`config.mk`:
```
export PLATFORM = sky130hd
export DESIGN_NAME = muldiv_sequencer
export DESIGN_NICKNAME = d
export VERILOG_FILES = /design/src/rtl/muldiv_sequencer_pkg.sv /design/src/rtl/muldiv_step.sv /design/src/rtl/muldiv_sequencer.sv
export SDC_FILE = /design/constraint.sdc
export NUM_CORES = 1
export LEC_CHECK = 0
export ABC_CLOCK_PERIOD_IN_PS = 6180
export BUFFER_PORTS_ARGS = -buffer_cell sky130_fd_sc_hd__buf_2
export CORE_MARGIN = 3
export CORE_UTILIZATION = 58
export DETAILED_ROUTE_END_ITERATION = 10
export GPL_TIMING_DRIVEN = 1
export PLACE_DENSITY = 0.82
export SYNTH_ARGS = -nofsm -noshare
export SYNTH_HDL_FRONTEND = slang
export SYNTH_SLANG_ARGS = --single-unit
export TNS_END_PERCENT = 50
```
`constraint.sdc`:
```
create_clock -name clk -period 6.18 [get_ports clk]
set_input_delay 0.618 -clock clk [delete_from_list [all_inputs] [get_ports clk]]
set_output_delay 0.618 -clock clk [all_outputs]
set_load 0.02 [all_outputs]
```
`src/rtl/muldiv_sequencer_pkg.sv`:
```
// Shared constants for the RV32M sequencer: funct3/funct7 codes, FSM states, default width.
package muldiv_sequencer_pkg;

   localparam int XLEN_DEF = 32;

   localparam logic [6:0] FUNCT7_M = 7'b0000001;

   localparam logic [2:0] F3_MUL    = 3'b000;
   localparam logic [2:0] F3_MULH   = 3'b001;
   localparam logic [2:0] F3_MULHSU = 3'b010;
   localparam logic [2:0] F3_MULHU  = 3'b011;
   localparam logic [2:0] F3_DIV    = 3'b100;
   localparam logic [2:0] F3_DIVU   = 3'b101;
   localparam logic [2:0] F3_REM    = 3'b110;
   localparam logic [2:0] F3_REMU   = 3'b111;

   typedef enum logic [1:0] {
      ST_IDLE = 2'd0,
      ST_BUSY = 2'd1,
      ST_DONE = 2'd2
   } state_e;

endpackage

```
`src/rtl/muldiv_step.sv`:
```
// One iteration of shift-add multiply (mode=0) or restoring divide (mode=1).
module muldiv_step #(
   parameter int XLEN = 32
) (
   input  logic                mode,
   input  logic [2*XLEN-1:0]   acc,
   input  logic [XLEN-1:0]     operand,
   output logic [2*XLEN-1:0]   acc_next
);

   logic [XLEN:0] sum;
   logic [XLEN:0] rem_sh;
   logic [XLEN:0] diff;

   always_comb begin
      // multiply: acc = {partial high, remaining multiplier bits}
      sum    = {1'b0, acc[2*XLEN-1:XLEN]} + (acc[0] ? {1'b0, operand} : '0);
      // divide: acc = {partial remainder, dividend bits becoming quotient}
      rem_sh = acc[2*XLEN-1:XLEN-1];
      diff   = rem_sh - {1'b0, operand};
      if (!mode)
         acc_next = {sum, acc[XLEN-1:1]};
      else if (!diff[XLEN])
         acc_next = {diff[XLEN-1:0], acc[XLEN-2:0], 1'b1};
      else
         acc_next = {rem_sh[XLEN-1:0], acc[XLEN-2:0], 1'b0};
   end

endmodule

```
`src/rtl/muldiv_sequencer.sv`:
```
// Multi-cycle RV32M multiply/divide controller; stalls the pipe until the result is ready.
module muldiv_sequencer
   import muldiv_sequencer_pkg::*;
#(
   parameter int XLEN  = XLEN_DEF,
   parameter int CNT_W = 5
) (
   input  logic            clk,
   input  logic            rst,
   input  logic            start_i,
   input  logic            kill_i,
   input  logic [2:0]      funct3_i,
   input  logic [XLEN-1:0] rs1_i,
   input  logic [XLEN-1:0] rs2_i,
   output logic            stall_o,
   output logic            busy_o,
   output logic            done_o,
   output logic [XLEN-1:0] result_o
);

   state_e            state;
   logic [CNT_W-1:0]  cnt;
   logic [2:0]        op;
   logic              neg_q, rneg_q;
   logic [2*XLEN-1:0] acc, acc_nx;
   logic [XLEN-1:0]   opnd, res_q, out_q;

   muldiv_step #(.XLEN(XLEN)) u_step (
      .mode     (op[2]),
      .acc      (acc),
      .operand  (opnd),
      .acc_next (acc_nx)
   );

   logic            sgn_a, sgn_b, accept, div_zero, div_ovf;
   logic [XLEN-1:0] abs_a, abs_b, special;

   always_comb begin
      sgn_a = 1'b0;
      sgn_b = 1'b0;
      case (funct3_i)
         F3_MULH, F3_DIV, F3_REM: begin
            sgn_a = rs1_i[XLEN-1];
            sgn_b = rs2_i[XLEN-1];
         end
         F3_MULHSU: sgn_a = rs1_i[XLEN-1];
         default: ;
      endcase
      abs_a    = sgn_a ? -rs1_i : rs1_i;
      abs_b    = sgn_b ? -rs2_i : rs2_i;
      div_zero = funct3_i[2] && (rs2_i == '0);
      div_ovf  = (funct3_i == F3_DIV || funct3_i == F3_REM) &&
                 (rs1_i == {1'b1, {(XLEN-1){1'b0}}}) && (rs2_i == '1);
      if (div_zero)
         special = funct3_i[1] ? rs1_i : '1;
      else
         special = funct3_i[1] ? '0 : {1'b1, {(XLEN-1){1'b0}}};
      accept   = (state == ST_IDLE) && start_i && !kill_i;
   end

   // Sign correction applied to the final iteration's output
   logic [2*XLEN-1:0] prod;
   logic [XLEN-1:0]   quo, rem, fin;

   always_comb begin
      prod = neg_q  ? -acc_nx : acc_nx;
      quo  = neg_q  ? -acc_nx[XLEN-1:0] : acc_nx[XLEN-1:0];
      rem  = rneg_q ? -acc_nx[2*XLEN-1:XLEN] : acc_nx[2*XLEN-1:XLEN];
      case (op)
         F3_MUL:                      fin = prod[XLEN-1:0];
         F3_MULH, F3_MULHSU, F3_MULHU: fin = prod[2*XLEN-1:XLEN];
         F3_DIV, F3_DIVU:             fin = quo;
         default:                     fin = rem;
      endcase
   end

   always_ff @(posedge clk or posedge rst) begin
      if (rst) begin
         state  <= ST_IDLE;
         cnt    <= '0;
         op     <= '0;
         neg_q  <= 1'b0;
         rneg_q <= 1'b0;
         acc    <= '0;
         opnd   <= '0;
         res_q  <= '0;
         out_q  <= '0;
      end else begin
         case (state)
            ST_IDLE: if (accept) begin
               op     <= funct3_i;
               neg_q  <= sgn_a ^ sgn_b;
               rneg_q <= sgn_a;
               acc    <= {{XLEN{1'b0}}, abs_a};
               opnd   <= abs_b;
               cnt    <= '0;
               if (div_zero || div_ovf) begin
                  res_q <= special;
                  state <= ST_DONE;
               end else begin
                  state <= ST_BUSY;
               end
            end
            ST_BUSY: begin
               if (kill_i) begin
                  state <= ST_IDLE;
               end else begin
                  acc <= acc_nx;
                  cnt <= cnt + 1'b1;
                  if (cnt == CNT_W'(XLEN-1)) begin
                     res_q <= fin;
                     state <= ST_DONE;
                  end
               end
            end
            ST_DONE: begin
               if (!kill_i) out_q <= res_q;
               state <= ST_IDLE;
            end
            default: state <= ST_IDLE;
         endcase
      end
   end

   // A kill in the DONE cycle suppresses the pulse and keeps the old result visible
   assign done_o   = (state == ST_DONE) && !kill_i;
   assign result_o = done_o ? res_q : out_q;
   assign busy_o   = (state != ST_IDLE);
   assign stall_o  = ((state == ST_IDLE) && start_i && !kill_i) || (state == ST_BUSY);

endmodule
```
; ---- After elaboration in Yosys (flattened, before gate mapping)
; Cells that the tools add are included.
[op_classes]
n_addsub = 8
multipliers = 0
div = 0
magnitude_cmp = 0
eq_ne = 19
shifts = 0
mux = 31
bitwise_logic = 2
reduce_logical = 24
[ops]
columns = cell, count
row1 = 32-bit two-way mux, 13
row2 = 64-bit two-way mux, 5
row3 = 32-bit negator, 4
row4 = 64-bit one-hot mux with 2 select lines, 1
row5 = 32-bit one-hot mux with 3 select lines, 1
row6 = "32-bit equality test, second input constant", 2
row7 = 64-bit negator, 1
row8 = 32-bit one-hot mux with 2 select lines, 1
row9 = 32-bit by 33-bit adder with 33-bit output, 1
row10 = 33-bit by 32-bit subtractor with 33-bit output, 1
row11 = 32-bit logical NOT, 1
row12 = "3-bit equality test, second input constant", 4
row13 = 5-bit two-way mux, 2
row14 = 5-bit one-hot mux with 2 select lines, 1
row15 = "3-bit by 2-bit equality test with 1-bit output, second input constant", 3
row16 = 2-bit two-way mux, 4
row17 = "3-bit by 1-bit equality test with 1-bit output, second input constant", 2
row18 = 1-bit logical AND, 6
row19 = "2-bit != test, second input constant", 3
row20 = 2-bit AND reduction, 3
row21 = 3-bit OR reduction, 2
row22 = "5-bit by 1-bit adder with 5-bit output, second input constant", 1
row23 = "5-bit equality test, second input constant", 1
row24 = 5-bit AND reduction, 1
row25 = 16 further kinds, 20
[totals]
regBits = 172
latchBits = 0
ramBits = 0
mem_bits_ro = 0
elab_cells = 93
mem_count = 0

; ---- Longest topological paths before layout
[logic_depth]
ltp_word = 9
depth_mapped = 26
ltp_nobuf = 24

; ---- Cells and area by module
; A second synthesis with hierarchy kept.
[hier_totals]
cells_unflattened = 2024
hier_area_um2 = 16090.4
[modules_own_cells]
columns = mod, instances, cells_each, area_each_um2, seq_area_each_um2
row1 = muldiv_sequencer, 1, 1361, 11499.8, 4304.1
row2 = muldiv_step, 1, 663, 4590.7, 0.0

; ---- Worst setup path after synthesis
; OpenSTA, ideal clock, no wires.
[synth_path]
path_kind = reg2reg
from = reg acc[31]
to = reg res_q[30]
setup_ns = 0.126
t_arrival_ns = 5.190
t_required_ns = 6.054
setup_slack_ns = 0.864
stages_incl_launch_ff = 25
n_path_buf = 2
period_less_slack_ns = 5.316
cell_sequence = dfrtp_1 -> inv_1 -> ha_1 -> inv_1 -> fa_1 -> a211oi_2 -> nor4_4 -> o21ai_2 -> a21o_1 -> buf_6 -> a21o_1 -> nand2_1 -> a21oi_1 -> ha_1 -> o211ai_1 -> o21bai_1 -> or3_1 -> nor3_1 -> nand2_1 -> or3_1 -> buf_2 -> nor4_2 -> mux2i_1 -> nand3_1 -> a221o_1
[synth_via]
elab_chain_cells = 9
[synth_rtl]
columns = element, line
row1 = start: declaration, muldiv_sequencer.sv:25  ; logic [2*XLEN-1:0] acc, acc_nx;
row2 = start signal: assignment, muldiv_sequencer.sv:94  ; acc <= {{XLEN{1'b0}}, abs_a};
row3 = start signal: assignment, muldiv_sequencer.sv:108  ; acc <= acc_nx;
row4 = 33-bit by 32-bit subtractor with 33-bit output, muldiv_step.sv:20  ; diff = rem_sh - {1'b0, operand};
row5 = 64-bit two-way mux, muldiv_step.sv:23  ; else if (!diff[XLEN])
row6 = 64-bit two-way mux *, muldiv_step.sv:21  ; if (!mode)
row7 = 64-bit negator (tied with other cells), muldiv_sequencer.sv:66  ; prod = neg_q ? -acc_nx : acc_nx;
row8 = 64-bit two-way mux (tied with other cells), muldiv_sequencer.sv:66
row9 = 32-bit one-hot mux with 3 select lines *, muldiv_sequencer.sv:69  ; case (op)
row10 = 32-bit two-way mux *, muldiv_sequencer.sv:110  ; if (cnt == CNT_W'(XLEN-1)) begin
row11 = 32-bit two-way mux *, muldiv_sequencer.sv:105  ; if (kill_i) begin
row12 = 32-bit one-hot mux with 2 select lines *, muldiv_sequencer.sv:89  ; case (state)
row13 = end signal: assignment, muldiv_sequencer.sv:98  ; res_q <= special;
row14 = end signal: assignment, muldiv_sequencer.sv:111  ; res_q <= fin;
row15 = end: declaration, muldiv_sequencer.sv:26  ; logic [XLEN-1:0] opnd, res_q, out_q;
; Every way passes the cells marked *; elsewhere a longest branch is shown, timed or not. The select of a mux whose other input is x is not followed.
; A chain may end at the register's enable or synchronous reset.

; ---- Worst setup path in the final report
[layout_path]
from = reg acc[0]
to = reg res_q[25]
[layout_via]
elab_chain_cells = 9
[layout_rtl]
columns = element, line
row1 = 32-bit two-way mux, muldiv_step.sv:17  ; sum = {1'b0, acc[2*XLEN-1:XLEN]} + (acc[0] ? {1'b0, operand} : '0);
row2 = 32-bit by 33-bit adder with 33-bit output, muldiv_step.sv:17
row3 = 64-bit two-way mux *, muldiv_step.sv:21
row4 = 64-bit negator or 32-bit negator (tied branches), "muldiv_sequencer.sv:66, muldiv_sequencer.sv:68"
row5 = 64-bit two-way mux or 32-bit two-way mux (tied branches), "muldiv_sequencer.sv:66, muldiv_sequencer.sv:68"
row6 = 32-bit one-hot mux with 3 select lines *, muldiv_sequencer.sv:69
row7 = 32-bit two-way mux *, muldiv_sequencer.sv:110
row8 = 32-bit two-way mux *, muldiv_sequencer.sv:105
row9 = 32-bit one-hot mux with 2 select lines *, muldiv_sequencer.sv:89
; Marks and branches as above.

==> results.json <==
{
  "vias": 18452,
  "utilization": 0.647,
  "core_area_um2": 28900,
  "worst_ep_required_time_ps": 6500,
  "syn_area_um2": 17100,
  "crit_type": "flip-flop to flip-flop",
  "die_y_um": 178,
  "viasPerCell": 6.86,
  "cp.arrival_ps": 6170,
  "wl_per_cell_um": 23.7,
  "fin_crit_sh": 0.946,
  "clock_latency_ps": 460,
  "yosys.cell_count.top_type": "nand2_1",
  "hold_ws_ps": 340,
  "maxSlewViolCount": 0,
  "die-area_um2": 31500,
  "dp_hpwl_mm": 49.1,
  "cts.sinks": 172,
  "fin_crit_ps": 5850,
  "synth_top_area_cell": "dfrtp_1",
  "worst_slew_pin_slew_ps": 1170,
  "p_per_area_nw_per_um2": 474,
  "ys_warn_count": 0,
  "outcome": "complete, no violations",
  "seq_area_frac_synth": 0.252,
  "finalSetupTns_ps": 0,
  "clk_pin_slew_ps": 80,
  "wl_mm": 63.8,
  "synth_edf_count": 0,
  "drt_iter0_drc": 2637,
  "antenna_found_initial": 1,
  "drcViolationCount": 0,
  "setup_viol": 0,
  "clock_skew_ps": 21.2,
  "htreeDepth": 4,
  "cts_root_buf": "clkbuf_16",
  "grt_pass1_wl_mm": 97.6,
  "overflow": 0,
  "synth.area.top_cells": "dfrtp_1, o21ai_0, nand2_1, a21oi_1, ha_1",
  "area_growth_pct": 9.30,
  "avgSynthCellArea_um2": 7.65,
  "relSlewSlack": 0.211,
  "place_area_um2": 18100,
  "crit_path_end_kind": "flip-flop",
  "postCtsHoldBufs": 0,
  "setup_slack_ps": 333,
  "max_freq_mhz": 171,
  "worstHoldPathType": "primary input to asynchronous set/reset pin",
  "cts_tree": "done",
  "grt_setup_unrepaired": "false",
  "async_flop_share": 1.00,
  "synth_ff_type": "dfrtp_1",
  "maxCapViolCount": 0,
  "pin_count": 106,
  "port-buffer-count": 105,
  "initial_core_util": 0.592,
  "fin_area_um2": 18700,
  "ys_top_cells_by_count": "nand2_1, o21ai_0, a21oi_1",
  "finalHoldViolCount": 0,
  "routabilityCongestion": 1.07,
  "dp_slack_ps": 457,
  "grt_max_degree": 95,
  "leakage_nw": 8.02,
  "reg2reg_to": "res_q[25]",
  "nFillCells": 2574,
  "clock_path_buffers": 2,
  "first_pass_iters": 9,
  "rrSetupSlack_ps": 330,
  "synth.distinct_cells": 100,
  "cts_buffers": 17,
  "crit_path_start_kind": "flip-flop",
  "num_antenna_cells": 0,
  "r2r_cells": 16,
  "crit_fanout": 26,
  "startpoint": "acc[0]",
  "rr_startpoint": "acc[0]",
  "irDropWorstVdd_mv": 0.294,
  "die_w_um": 178,
  "ant_nets": 0,
  "final_nets": 2437,
  "ys_ff_latch": 172,
  "track_usage": 0.397,
  "cts_setup_buffers": 0,
  "syn-num-nets": 2376,
  "synthCells": 2232,
  "drive_gt1_frac": 0.137,
  "grt_pass1_vias": 16963,
  "rows": 62,
  "synth_top_area_frac": 0.252
}
==> where the power goes <==
group / internal [mW] / switching (mW)
clock: 0.535 / 0.551
sequential: 1.40 / 0.364
combinational: 2.18 / 3.81
==> sequential cells by signal, indices dropped and copies added, names as in the netlist <==
signal / count
acc: 64
opnd: 32
out_q: 32
res_q: 32
cnt: 5
op: 3
state: 2
neg_q: 1
rneg_q: 1
==> cell type report <==
type,count,area [um^2],area share
clock buffer,19,433,0.0232
timing repair buffer,178,1070,0.0575
multi-input combinational,1856,12000,0.642
clock inverter,13,128,0.00684
inverter,68,260,0.0139
sequential,172,4310,0.231
tap,384,480,0.0257
==> metrics by stage <==
stage,std cells,total power [mW]
after floorplan,2232,5.78
after global routing,2690,9.36
after detailed placement,2658,7.52
after global placement,2658,7.46
after CTS,2690,8.63
final,2690,8.84
==> worst max-delay path, cell delays in order, from the launching register on <==
cell and delay [ps]:
dfrtp_1 510, buf_4 280, and2_1 190, ha_1 380, o21ai_0 150, a211oi_1 740
a21oi_1 420, o31ai_1 510, xnor2_1 240, o221ai_1 190, a31o_2 340, nor4_2 310
or4b_1 490, nor3_1 180, mux2_2 360, o221ai_1 280, o211ai_1 140
==> cells by family after synthesis <==
group | synth area share
and+or+nand+nor | 0.226
AOI/OAI and AO/OA | 0.289
buffers and inverters | 0.0477
DFF | 0.252
xor gates and xnor gates | 0.0800
muxes | 0.0507
adders and majority gates | 0.0544
==> layer usage <==
metal | global-route usage | wire length [um] | vias to the layer above
li1 | - | - | 8319
met1 | 0.562 | 26600 | 8715
met2 | 0.574 | 26500 | 1206
met3 | 0.113 | 7990 | 210
met4 | 0.149 | 2670 | 2
met5 | 0 | 13 | -
==> cells in the final DEF, fill, tap and decap left out, types with 57 or more instances in the layout <==
master / n
dfrtp_1: 171
and2_1: 57
ha_1: 71
a21oi_1: 182
inv_1: 63
nor2_1: 170
nand2_1: 245
xnor2_1: 83
xor2_1: 73
buf_4: 73
buf_2: 105
o21ai_0: 239
==> repair_timing <==
action,in CTS,in global routing
hold endpoints to repair,0,0
gates resized for setup,0,1
setup endpoints to repair,0,1
==> how the worst max path moves through the flow <==
| stage | end | depth (start not counted) | slack [ps] |
|---|---|---|---|
| 5_1_grt | res_q[23] | 17 | 10 |
| 6_report | res_q[25] | 16 | 330 |
| 2_1_floorplan | res_q[30] | 24 | 860 |
| 3_3_place_gp | res_q[25] | 16 | 540 |
| 3_5_place_dp | res_q[30] | 22 | 460 |
| 4_1_cts | res_q[30] | 22 | 390 |
No activity file was read; power rests on OpenSTA's default activity.
